### src/rtl/mc_pkg.sv
// Shared encodings for the multicycle MIPS main controller.
// Opcodes, FSM states, datapath mux selects and ALU-control function codes.
package mc_pkg;

  localparam logic [5:0] OP_R    = 6'b000000;
  localparam logic [5:0] OP_LW   = 6'b100011;
  localparam logic [5:0] OP_SW   = 6'b101011;
  localparam logic [5:0] OP_BEQ  = 6'b000100;
  localparam logic [5:0] OP_BNE  = 6'b000101;
  localparam logic [5:0] OP_J    = 6'b000010;
  localparam logic [5:0] OP_JAL  = 6'b000011;
  localparam logic [5:0] OP_ADDI = 6'b001000;
  localparam logic [5:0] OP_ANDI = 6'b001100;

  localparam logic [3:0] S_IF       = 4'd0;
  localparam logic [3:0] S_ID       = 4'd1;
  localparam logic [3:0] S_MEM_ADDR = 4'd2;
  localparam logic [3:0] S_MEM_RD   = 4'd3;
  localparam logic [3:0] S_WB_LOAD  = 4'd4;
  localparam logic [3:0] S_MEM_WR   = 4'd5;
  localparam logic [3:0] S_EX_R     = 4'd6;
  localparam logic [3:0] S_WB_R     = 4'd7;
  localparam logic [3:0] S_BRANCH   = 4'd8;
  localparam logic [3:0] S_JUMP     = 4'd9;
  localparam logic [3:0] S_JAL      = 4'd10;
  localparam logic [3:0] S_ADDI_EX  = 4'd11;
  localparam logic [3:0] S_ANDI_EX  = 4'd12;
  localparam logic [3:0] S_ADDI_WB  = 4'd13;

  localparam logic [1:0] SRCB_B      = 2'b00;
  localparam logic [1:0] SRCB_FOUR   = 2'b01;
  localparam logic [1:0] SRCB_IMM    = 2'b10;
  localparam logic [1:0] SRCB_IMM_SH = 2'b11;

  localparam logic [1:0] PCSRC_ALU    = 2'b00;
  localparam logic [1:0] PCSRC_ALUOUT = 2'b01;
  localparam logic [1:0] PCSRC_JUMP   = 2'b10;
  localparam logic [1:0] PCSRC_RS     = 2'b11;

  localparam logic [1:0] M2R_ALUOUT = 2'b00;
  localparam logic [1:0] M2R_MDR    = 2'b01;
  localparam logic [1:0] M2R_PC     = 2'b10;

  localparam logic [1:0] RDST_RT = 2'b00;
  localparam logic [1:0] RDST_RD = 2'b01;
  localparam logic [1:0] RDST_RA = 2'b10;

  localparam logic [5:0] FN_JR  = 6'h08;
  localparam logic [5:0] FN_ADD = 6'h20;
  localparam logic [5:0] FN_SUB = 6'h22;
  localparam logic [5:0] FN_AND = 6'h24;
  localparam logic [5:0] FN_OR  = 6'h25;
  localparam logic [5:0] FN_SLT = 6'h2a;

  function automatic logic op_known(input logic [5:0] op);
    logic k;
    k = 1'b0;
    case (op)
      OP_R, OP_LW, OP_SW, OP_BEQ, OP_BNE,
      OP_J, OP_JAL, OP_ADDI, OP_ANDI: k = 1'b1;
      default: k = 1'b0;
    endcase
    return k;
  endfunction

endpackage

### src/rtl/mc_ctrl_decode.sv
// Control-output decoder for the multicycle main controller.
// Moore outputs from state; memReady gates IF strobes, jr gates EX_R PC write.
module mc_ctrl_decode
  import mc_pkg::*;
(
  input  logic [3:0] state_i,
  input  logic [5:0] opcode_i,
  input  logic       jr_i,
  input  logic       mem_ready_i,
  output logic       pcWrite_o,
  output logic       pcWriteCond_o,
  output logic       branchNe_o,
  output logic       iorD_o,
  output logic       memRead_o,
  output logic       memWrite_o,
  output logic       irWrite_o,
  output logic       regWrite_o,
  output logic       aluSrcA_o,
  output logic [1:0] aluSrcB_o,
  output logic [1:0] pcSrc_o,
  output logic [1:0] memToReg_o,
  output logic [1:0] regDst_o,
  output logic       aluOp_o,
  output logic       aluAdd_o,
  output logic       aluSub_o,
  output logic       aluAnd_o,
  output logic       illegal_o
);

  // Per-state control word; anything not set stays low.
  always_comb begin
    pcWrite_o     = 1'b0;
    pcWriteCond_o = 1'b0;
    branchNe_o    = 1'b0;
    iorD_o        = 1'b0;
    memRead_o     = 1'b0;
    memWrite_o    = 1'b0;
    irWrite_o     = 1'b0;
    regWrite_o    = 1'b0;
    aluSrcA_o     = 1'b0;
    aluSrcB_o     = SRCB_B;
    pcSrc_o       = PCSRC_ALU;
    memToReg_o    = M2R_ALUOUT;
    regDst_o      = RDST_RT;
    aluOp_o       = 1'b0;
    aluAdd_o      = 1'b0;
    aluSub_o      = 1'b0;
    aluAnd_o      = 1'b0;
    illegal_o     = 1'b0;
    case (state_i)
      S_IF: begin
        memRead_o = 1'b1;
        aluSrcB_o = SRCB_FOUR;
        aluAdd_o  = 1'b1;
        irWrite_o = mem_ready_i;
        pcWrite_o = mem_ready_i;
      end
      S_ID: begin
        aluSrcB_o = SRCB_IMM_SH;
        aluAdd_o  = 1'b1;
        illegal_o = ~op_known(opcode_i);
      end
      S_MEM_ADDR, S_ADDI_EX: begin
        aluSrcA_o = 1'b1;
        aluSrcB_o = SRCB_IMM;
        aluAdd_o  = 1'b1;
      end
      S_ANDI_EX: begin
        aluSrcA_o = 1'b1;
        aluSrcB_o = SRCB_IMM;
        aluAnd_o  = 1'b1;
      end
      S_MEM_RD: begin
        memRead_o = 1'b1;
        iorD_o    = 1'b1;
      end
      S_WB_LOAD: begin
        regWrite_o = 1'b1;
        memToReg_o = M2R_MDR;
      end
      S_MEM_WR: begin
        memWrite_o = 1'b1;
        iorD_o     = 1'b1;
      end
      S_EX_R: begin
        aluSrcA_o = 1'b1;
        aluOp_o   = 1'b1;
        pcWrite_o = jr_i;
        pcSrc_o   = jr_i ? PCSRC_RS : PCSRC_ALU;
      end
      S_WB_R: begin
        regWrite_o = 1'b1;
        regDst_o   = RDST_RD;
      end
      S_BRANCH: begin
        aluSrcA_o     = 1'b1;
        aluSub_o      = 1'b1;
        pcWriteCond_o = 1'b1;
        pcSrc_o       = PCSRC_ALUOUT;
        branchNe_o    = (opcode_i == OP_BNE);
      end
      S_JUMP: begin
        pcWrite_o = 1'b1;
        pcSrc_o   = PCSRC_JUMP;
      end
      S_JAL: begin
        pcWrite_o  = 1'b1;
        pcSrc_o    = PCSRC_JUMP;
        regWrite_o = 1'b1;
        regDst_o   = RDST_RA;
        memToReg_o = M2R_PC;
      end
      S_ADDI_WB: begin
        regWrite_o = 1'b1;
      end
      default: ;
    endcase
  end

endmodule

### src/rtl/mc_main_controller.sv
// Multicycle MIPS main control FSM.
// Holds the state register and next-state logic; outputs come from mc_ctrl_decode.
module mc_main_controller
  import mc_pkg::*;
(
  input  logic       clk,
  input  logic       rst,
  input  logic [5:0] opcode,
  input  logic       jr,
  input  logic       memReady,
  output logic       pcWrite,
  output logic       pcWriteCond,
  output logic       branchNe,
  output logic       iorD,
  output logic       memRead,
  output logic       memWrite,
  output logic       irWrite,
  output logic       regWrite,
  output logic       aluSrcA,
  output logic [1:0] aluSrcB,
  output logic [1:0] pcSrc,
  output logic [1:0] memToReg,
  output logic [1:0] regDst,
  output logic       aluOp,
  output logic       aluAdd,
  output logic       aluSub,
  output logic       aluAnd,
  output logic       illegal
);

  logic [3:0] state_q;
  logic [3:0] state_d;
  logic       ready_gated;

  // While in reset the fetch strobes must stay low even if memory answers.
  assign ready_gated = memReady & rst;

  // Next-state sequencing through the instruction phases.
  always_comb begin
    state_d = S_IF;
    case (state_q)
      S_IF:       state_d = memReady ? S_ID : S_IF;
      S_ID: begin
        case (opcode)
          OP_LW, OP_SW:    state_d = S_MEM_ADDR;
          OP_R:            state_d = S_EX_R;
          OP_BEQ, OP_BNE:  state_d = S_BRANCH;
          OP_J:            state_d = S_JUMP;
          OP_JAL:          state_d = S_JAL;
          OP_ADDI:         state_d = S_ADDI_EX;
          OP_ANDI:         state_d = S_ANDI_EX;
          default:         state_d = S_IF;
        endcase
      end
      S_MEM_ADDR: state_d = (opcode == OP_SW) ? S_MEM_WR : S_MEM_RD;
      S_MEM_RD:   state_d = memReady ? S_WB_LOAD : S_MEM_RD;
      S_MEM_WR:   state_d = memReady ? S_IF : S_MEM_WR;
      S_EX_R:     state_d = jr ? S_IF : S_WB_R;
      S_ADDI_EX:  state_d = S_ADDI_WB;
      S_ANDI_EX:  state_d = S_ADDI_WB;
      default:    state_d = S_IF;
    endcase
  end

  // State register; reset abandons any partial instruction.
  always_ff @(posedge clk or negedge rst) begin
    if (!rst) state_q <= S_IF;
    else      state_q <= state_d;
  end

  mc_ctrl_decode u_dec (
    .state_i       (state_q),
    .opcode_i      (opcode),
    .jr_i          (jr),
    .mem_ready_i   (ready_gated),
    .pcWrite_o     (pcWrite),
    .pcWriteCond_o (pcWriteCond),
    .branchNe_o    (branchNe),
    .iorD_o        (iorD),
    .memRead_o     (memRead),
    .memWrite_o    (memWrite),
    .irWrite_o     (irWrite),
    .regWrite_o    (regWrite),
    .aluSrcA_o     (aluSrcA),
    .aluSrcB_o     (aluSrcB),
    .pcSrc_o       (pcSrc),
    .memToReg_o    (memToReg),
    .regDst_o      (regDst),
    .aluOp_o       (aluOp),
    .aluAdd_o      (aluAdd),
    .aluSub_o      (aluSub),
    .aluAnd_o      (aluAnd),
    .illegal_o     (illegal)
  );

endmodule

### config.mk
export PLATFORM = sky130hd
export DESIGN_NAME = mc_main_controller
export DESIGN_NICKNAME = d
export VERILOG_FILES = /design/src/rtl/mc_pkg.sv /design/src/rtl/mc_ctrl_decode.sv /design/src/rtl/mc_main_controller.sv
export SDC_FILE = /design/constraint.sdc
export NUM_CORES = 1
export LEC_CHECK = 0
export ABC_AREA = 1
export BUFFER_PORTS_ARGS = -buffer_cell sky130_fd_sc_hd__buf_4
export CAP_MARGIN = 20
export CORE_ASPECT_RATIO = 0.75
export CORE_MARGIN = 3
export CORE_UTILIZATION = 44
export DETAILED_ROUTE_END_ITERATION = 12
export GPL_TIMING_DRIVEN = 1
export PLACE_DENSITY = 0.8
export RECOVER_POWER = 100
export SYNTH_ARGS = -nofsm -noshare
export SYNTH_HDL_FRONTEND = slang
export SYNTH_HIERARCHICAL = 1
export SYNTH_SLANG_ARGS = --single-unit
### constraint.sdc
create_clock -name clk -period 1.3 [get_ports clk]
set_input_delay 0.13 -clock clk [delete_from_list [all_inputs] [get_ports clk]]
set_output_delay 0.13 -clock clk [all_outputs]
set_load 0.01 [all_outputs]
==> results of run 1 <==
==> cells in the final DEF, fill, tap and decap left out, types with 2 or more instances in the layout <==
cell      Yosys  final
buf_4         2     38
nand2_1      49     37
inv_1        21     17
nor2_1       22     13
nor2_2       10     13
inv_2        10     12
nand3_1      12     11
nand2_2       3     11
nor2_4        4     10
buf_6         0      9
nand2_4       0      4
clkbuf_4      0      4
dfrtp_2       0      4
nand3_2       2      3
nand3b_1      3      3
nand4_1       2      2
o21ai_1       1      2
inv_4         0      2
==> metrics by stage <==
step                      area [sq um]  hold slack, ns  setup TNS, ns
after global routing              1360           0.290          -4.76
final                             1360           0.278          -3.22
after detailed placement          1060         -0.0677              0
after floorplan                    796          -0.166              0
after CTS                         1250           0.259          -1.54
after global placement            1060         -0.0680              0
==> layer usage <==
layer | track usage (%) | wire length [um] | part of all wire (%)
met5 | 0 | 0 | 0
met4 | 2.43 | 64 | 2.1
met3 | 7.37 | 217 | 7.0
met2 | 39.2 | 1620 | 53
met1 | 28.2 | 1180 | 38
==> kinds of logic after synthesis <==
group | Yosys count | share of synthesized area, %
buffers and inverters | 33 | 16.5
flip-flops | 4 | 12.6
AO/OA/AOI/OAI | 7 | 5.35
AND/OR/NAND/NOR | 108 | 65.6
==> worst max path at each step <==
stage,from,end,slack [ns]
finish,state_q[2]$_DFF_PN0_,illegal,-0.22
floorplan,state_q[2]$_DFF_PN0_,pcWrite,0.07
global placement,state_q[2]$_DFF_PN0_,illegal,0.05
CTS,state_q[3]$_DFF_PN0_,branchNe,-0.14
detailed placement,state_q[3]$_DFF_PN0_,branchNe,0.02
global route,state_q[2]$_DFF_PN0_,state_q[2]$_DFF_PN0_,-0.29
==> power by group through the flow <==
stage	combinational [mW]	sequential, mW	clock, mW
floorplan	0.675	0.242	0
global placement	1.14	0.230	0
detailed placement	1.16	0.233	0
CTS	1.32	0.266	0.161
global route	1.74	0.303	0.178
finish	1.61	0.295	0.162
==> worst register-to-register path, delay by kind of cell (launching register included) <==
| kind | cells | cell delay (ns) |
|---|---|---|
| simple gates | 4 | 0.49 |
| flops | 1 | 0.47 |
| buf+inv | 3 | 0.43 |
| compound gates | 1 | 0.07 |
==> timing repair <==
action / 4_1_cts / 5_1_grt
gates resized for setup: 27 / 27
endpoints found under the setup margin: 20 / 26
endpoints found under the hold margin: 4 / 0
hold buffers: 1 / 0
buffers inserted: 11 / 3
pin swaps: 4 / 15
==> layout make-up <==
class                           instances  share of cell area (%)
Tap cell                               21                    1.93
Clock buffer                            3                    1.65
Multi-Input combinational cell        115                    50.1
Inverter                               31                    8.92
Timing Repair Buffer                   49                    29.7
Sequential cell                         4                    7.72
==> run summary, run 1 <==
Run status - finished with violations
Violated checks - setup timing
Int Power - 977 uW
Starting Density - 50.0%
Max_cap viols - 0
Pre-CTS setup slack - 0.0202 ns
Clock Latency Late Sink - 0.24 ns
Pin count of the biggest net entering global routing - 8
Crit-path slowest cell - dfrtp_2
Biggest registers after layout - state_q x4
Final hold violations - 0
Placer congestion estimate - 0.857
Port Buffer Count - 31
Gate Count Post-Synth - 152
Fin Clk Skew - 0.0108 ns
Crit path largest cell delay - 0.47 ns
Mean post-synth cell area - 5.24 sq um
Min Tclk post-route - 1.52 ns
Longest Clk Path Bufs - 2
Synth area leaders - nand2_1 (23%), dfrtp_1 (13%), nor2_1 (10%), inv_1 (9.9%), nor2_2 (7.9%)
Routed wire per std cell - 13.8 um
Net Switching - 1.09 mW
Share of layout cells above drive strength 1 - 56.4%
Fmax - 656 MHz
Register area - 105 sq um
Crit path required time - 1.17 ns
FF-to-FF End - state_q[2]$_DFF_PN0_
Total CTS buffers - 3
Fillers - 92
Post-synthesis instance area - 796 sq um
Actual slew at the worst max-slew pin - 0.300 ns
Fraction of registers with async set/reset - 100%
Reg clk slew, reported paths - 0.04 ns
# rows - 12
Placed insts - 205
CTS tree - done
Initial DRC Count - 45
Reg2reg setup slack - -0.22 ns
Seq/Total Area, Yosys - 12.6%
Top delay family on crit path - flip-flops
Cell count of the worst reg-to-reg path - 8
Die Span Y - 42.8 um
Top-count cell post-synth - nand2_1
Sequential power share - 14.3%
Vias in the first global route - 949
Die X - 55.1 um
Cell taking the most area after synthesis - nand2_1
Max-slew headroom - 79.9%
Final ANT Viol Nets - 0
Peak supply drop - 1.41 mV
Final setup viols - 26
Crit Path Class - reg -> out
RR Startpoint - state_q[2]$_DFF_PN0_
Commonest cells post-synth - nand2_1 (49), nor2_1 (22), inv_1 (21)
Power share of the combinational group - 77.9%
Clock power share - 7.8%
Synth-to-layout area growth - 71.1%
1st-pass router iterations - 4
All-Layer GR Usage - 22.9%
CTS H-tree lvls - 1
Synth Net Count - 162
Leak - 0.789 nW
Worst setup SP type - flop
Via density per instance - 5.32
Post-route clock period utilization - 117%
Worst hold path class - in -> async
CP cell instances - nor2_4, inv_4, nor2_4, nand2_1, a21oi_2, buf_4
Nets - 214
Final core occ - 85.5%
Final setup margin - -0.225 ns
Top FF cell, synth - dfrtp_1
# IOs - 32
Worst path bufs/invs - 2
DRC - 0
Max reg flops - 4
Die Area - 2360 sq um
Fin. max-slew vios - 0
First-pass GRT wire length - 4030 um
Worst-path fanout max - 5
Count of different cell masters after synthesis - 20
Finished Layout Cells - 223
Total Wirelength - 3080 um
CP Depth - 6
Sink Count - 4
CP arrival - 1.39 ns
Largest Register - state_q
Cell repeated most along the worst path - nor2_4
Yosys warning count - 6
Post-DP HPWL - 1820 um
Core area - 1590 sq um
Net Sw Frac - 52.7%
Antenna violations before repair - 0
Seq cells post-synth - 4
Root buf cell - clkbuf_4
Vias - 1186
Total congestion overflow - 0
RSZ-0062 raised after global routing - yes
Nature of the critical path endpoint - primary output
PD cells - 1520 nW/um^2
# diodes - 0
Total power - 2.07 mW
Footprint of the multi-input gates - 682 sq um
Post-synth top area share - 23.1%
Post-synth EDFFs - 0
Power figures use the tool's default switching activity.
==> inputs of run 2 (changes only) <==
clock period = 1.95 ns   (was 1.3 ns; I/O delays follow)
==> run 2 against run 1 <==
The run now ends clean; count of clock-buffer cells in the layout did not move; register-to-register slack improved by 0.92 ns; critical path depth did not move; sequential power fell by 42%; clock power fell by 34%; global-route usage fell by 1.2 points; setup slack improved by 0.42 ns; utilization fell by 23 points; critical path type unchanged; critical endpoint unchanged; largest power group unchanged.
==> run summary, run 2 (same netlist as run 1, synthesis figures left out) <==
Largest Register - state_q
Antenna violations before repair - 0
Placed insts - 202
All-Layer GR Usage - 21.6%
Clock Latency Late Sink - 0.25 ns
Core area - 1590 sq um
Final setup viols - 0
Most common cell after layout, fill and taps aside - nand2_1
CP arrival - 1.56 ns
DRC - 0
Setup_tns - 0 ns
Routed wire per std cell - 11.6 um
Reg clk slew, reported paths - 0.04 ns
Run status - completed
Max_cap viols - 0
Crit Path Class - reg -> out
Initial DRC Count - 18
Synth-to-layout area growth - 25.5%
Peak supply drop - 0.649 mV
Crit path required time - 1.75 ns
Nature of the critical path endpoint - primary output
Fmax - 569 MHz
Max reg flops - 4
1st-pass router iterations - 4
Worst hold path class - in -> async
Post-DP HPWL - 1980 um
Final ANT Viol Nets - 0
Worst-path fanout max - 9
Port Buffer Count - 31
Starting Density - 50.0%
Total congestion overflow - 0
Longest Clk Path Bufs - 2
Min Tclk post-route - 1.76 ns
Vias in the first global route - 902
Post-route clock period utilization - 90.1%
Nets - 197
Worst hold margin - 0.291 ns
First-pass GRT wire length - 3840 um
Actual slew at the worst max-slew pin - 0.366 ns
Biggest registers after layout - state_q x4
# rows - 12
Die Area - 2360 sq um
Finished Layout Cells - 206
Max-slew headroom - 75.5%
Crit-path slowest cell - dfrtp_1
# diodes - 0
CTS H-tree lvls - 1
Buffers inserted by post-CTS timing repair - 0
Crit path largest cell delay - 0.46 ns
Sink Count - 4
CP cell instances - nor2_1, inv_1, nor2_1, nand2_1, a21oi_1, buf_4
PD cells - 937 nW/um^2
Most frequent cells in the layout - nand2_1 (52), nor2_1 (26), inv_1 (22), buf_4 (16), clkbuf_1 (15)
Pin count of the biggest net entering global routing - 10
Footprint of the multi-input gates - 547 sq um
Vias - 1007
Root buf cell - clkbuf_4
# IOs - 32
Total Wirelength - 2390 um
Fin Clk Skew - 0.00726 ns
Fillers - 184
Cell repeated most along the worst path - nor2_1
Die X - 55.1 um
Leak - 0.617 nW
Worst setup SP type - flop
Die Span Y - 42.8 um
Total CTS buffers - 3
Register area - 100 sq um
Via density per instance - 4.89
Final hold violations - 0
CTS tree - done
RSZ-0062 raised after global routing - no
Share of layout cells above drive strength 1 - 22.7%
Total power - 935 uW
Placer congestion estimate - 0.831
Final core occ - 62.7%
Fin. max-slew vios - 0
[run 2: metrics by stage]
stage                     setup WS (ns)  cell area, sq um
after floorplan                   0.660               796
after global placement            0.553              1040
after detailed placement          0.544              1040
after CTS                         0.290              1070
after global routing             0.0855               998
final                             0.193               998
[run 2: metal layers]
metal / vias up / track usage, % / wire, um
met3: 4 / 4.21 / 164
met5: - / 0 / 0
met1: 442 / 28.2 / 1110
met4: 0 / 5.34 / 22
met2: 36 / 35.6 / 1090
li1: 525 / - / -
[run 2: what timing repair did]
action / CTS / global route
endpoints found under the hold margin: 4 / 0
gates resized for setup: 0 / 0
hold buffers: 1 / 0
[run 2: worst paths after layout]
check | start | endpoint | slack, ns | cells after the start
setup / recovery | state_q[2]$_DFF_PN0_ | illegal | 0.19 | 6
hold / removal | rst | state_q[1]$_DFF_PN0_ | 0.29 | 2
setup reg to reg | state_q[2]$_DFF_PN0_ | state_q[2]$_DFF_PN0_ | 0.70 | 5
hold reg to reg | state_q[3]$_DFF_PN0_ | state_q[3]$_DFF_PN0_ | 0.68 | 2
max in group asynchronous | rst | state_q[2]$_DFF_PN0_ | 1.55 | 2
min in group clk | memReady | state_q[0]$_DFF_PN0_ | 0.34 | 5
[run 2: final cells by class]
type	instances	area share [%]
Multi-Input combinational cell	115	54.8
Clock buffer	3	2.26
Tap cell	21	2.63
Inverter	31	11.7
Sequential cell	4	10.0
Timing Repair Buffer	32	18.7
[run 2: critical path: cells and delay by family, from the launching register on]
kind / cells / cell delay (ns)
flops: 1 / 0.46
buf+inv: 2 / 0.28
simple gates: 3 / 0.46
compound gates: 1 / 0.12
[run 2: power by group]
part	switching, mW	leakage (nW)	internal, mW
Sequential	0.0601	0.0538	0.110
Combinational	0.429	0.549	0.229
Clock	0.0381	0.0138	0.0691
==> inputs of run 3 (changes only) <==
PLACE_DENSITY = 0.75   (was 0.8)
==> run 3 against run 2 <==
Routed wire length decreased by 13%; critical path depth increased by 2; via count down 3.8%; fmax is 1.7% higher; setup slack improved by 0.029 ns; utilization increased by 0.24 points; critical endpoint is now pcWrite; largest power group unchanged.
==> run summary, run 3 (same netlist as run 1, synthesis figures left out) <==
Fmax - 579 MHz
Post-DP HPWL - 1730 um
Reg clk slew, reported paths - 0.04 ns
Int Power - 420 uW
DRC - 0
Leak - 0.630 nW
Register area - 100 sq um
Worst hold margin - 0.328 ns
Sink Count - 4
Power share of the combinational group - 70.3%
First-pass GRT wire length - 3380 um
Longest Clk Path Bufs - 2
Share of layout cells above drive strength 1 - 23.8%
Total power - 918 uW
Max-slew headroom - 78.2%
Worst-path fanout max - 5
Worst hold path class - in -> reg
Placed insts - 202
Clock Latency Late Sink - 0.24 ns
Setup_tns - 0 ns
PD cells - 916 nW/um^2
All-Layer GR Usage - 18.9%
Clock power share - 11.5%
# rows - 12
Root buf cell - clkbuf_4
Peak supply drop - 0.508 mV
Initial DRC Count - 40
Final setup viols - 0
Net Sw Frac - 54.3%
Final core occ - 63.0%
Finished Layout Cells - 206
Max_cap viols - 0
RSZ-0062 raised after global routing - no
Crit Path Class - in -> out
Actual slew at the worst max-slew pin - 0.326 ns
CTS resizes - 0
Vias in the first global route - 818
Crit path required time - 1.75 ns
Biggest registers after layout - state_q x4
Footprint of the multi-input gates - 539 sq um
Antenna violations before repair - 0
CTS H-tree lvls - 1
Most common cell after layout, fill and taps aside - nand2_1
Run status - completed
CTS tree - done
Die Span Y - 42.8 um
Post-route clock period utilization - 88.6%
Port Buffer Count - 31
Nature of the critical path endpoint - primary output
Net Switching - 499 uW
Worst setup SP type - input pin
Fin Clk Skew - 0.000740 ns
Max reg flops - 4
Total Wirelength - 2090 um
Total CTS buffers - 3
Total congestion overflow - 0
Core area - 1590 sq um
Sequential power share - 18.2%
Largest Register - state_q
Fillers - 173
# diodes - 0
Routed wire per std cell - 10.1 um
Vias - 969
Pin count of the biggest net entering global routing - 10
Min Tclk post-route - 1.73 ns
Synth-to-layout area growth - 25.9%
Die Area - 2360 sq um
Most frequent cells in the layout - nand2_1 (52), nor2_1 (27), inv_1 (22), buf_4 (19)
1st-pass router iterations - 4
Via density per instance - 4.70
# IOs - 32
Die X - 55.1 um
Final hold violations - 0
Nets - 197
Placer congestion estimate - 0.920
Final ANT Viol Nets - 0
Fin. max-slew vios - 0
CP arrival - 1.53 ns
Starting Density - 50.0%
run 3: changes by cell type in the layout (fill, tap and decap cells not counted), sizes merged:
cell and change:
buf +3, clkbuf -3
run 3: cell type report:
type	instances	area share [%]
tap	21	2.62
clock buffer	3	2.25
multi-input combinational	115	53.8
sequential	4	9.99
inverter	31	11.6
timing repair buffer	32	19.7
run 3: through the flow:
step                      setup WS (ns)  cell area (sq um)
after detailed placement          0.573               1040
final                             0.222               1000
after global placement            0.580               1040
after CTS                         0.312               1070
after global routing             0.0982               1000
after floorplan                   0.660                796
run 3: worst paths after layout:
check	cells past startpoint	endpoint	slack (ns)	from
min	5	state_q[2]$_DFF_PN0_	0.33	memReady
max reg2reg	5	state_q[0]$_DFF_PN0_	0.67	state_q[2]$_DFF_PN0_
max	8	pcWrite	0.22	rst
min in group asynchronous	2	state_q[2]$_DFF_PN0_	0.34	rst
min reg2reg	2	state_q[3]$_DFF_PN0_	0.68	state_q[3]$_DFF_PN0_
max in group asynchronous	2	state_q[1]$_DFF_PN0_	1.41	rst
run 3: power groups by stage:
stage	Combinational, mW	Clock [mW]	Sequential, mW
global placement	0.713	0	0.169
floorplan	0.450	0	0.162
CTS	0.719	0.107	0.172
detailed placement	0.715	0	0.173
finish	0.645	0.106	0.167
global route	0.732	0.115	0.177
run 3: repair_timing:
action | in CTS | in global routing
setup buffers | 0 | 0
hold endpoints to repair | 4 | 0
hold buffers | 1 | 0
setup endpoints to repair | 0 | 0
run 3: critical path, cell delays in order:
cell and delay [ns]:
dlygate4sd3_1 0.53, clkbuf_1 0.22, nand2_1 0.09, inv_1 0.06, nand2_1 0.05, nor2_1 0.15, nand3b_1 0.13, buf_4 0.12
run 3: metal layers:
| layer | track usage [%] | vias to the layer above | wire, um |
|---|---|---|---|
| met5 | 0 | - | 0 |
| met4 | 5.83 | 0 | 0 |
| met3 | 1.05 | 0 | 189 |
| met2 | 30.2 | 37 | 937 |
| met1 | 26.6 | 409 | 959 |
| li1 | - | 523 | - |
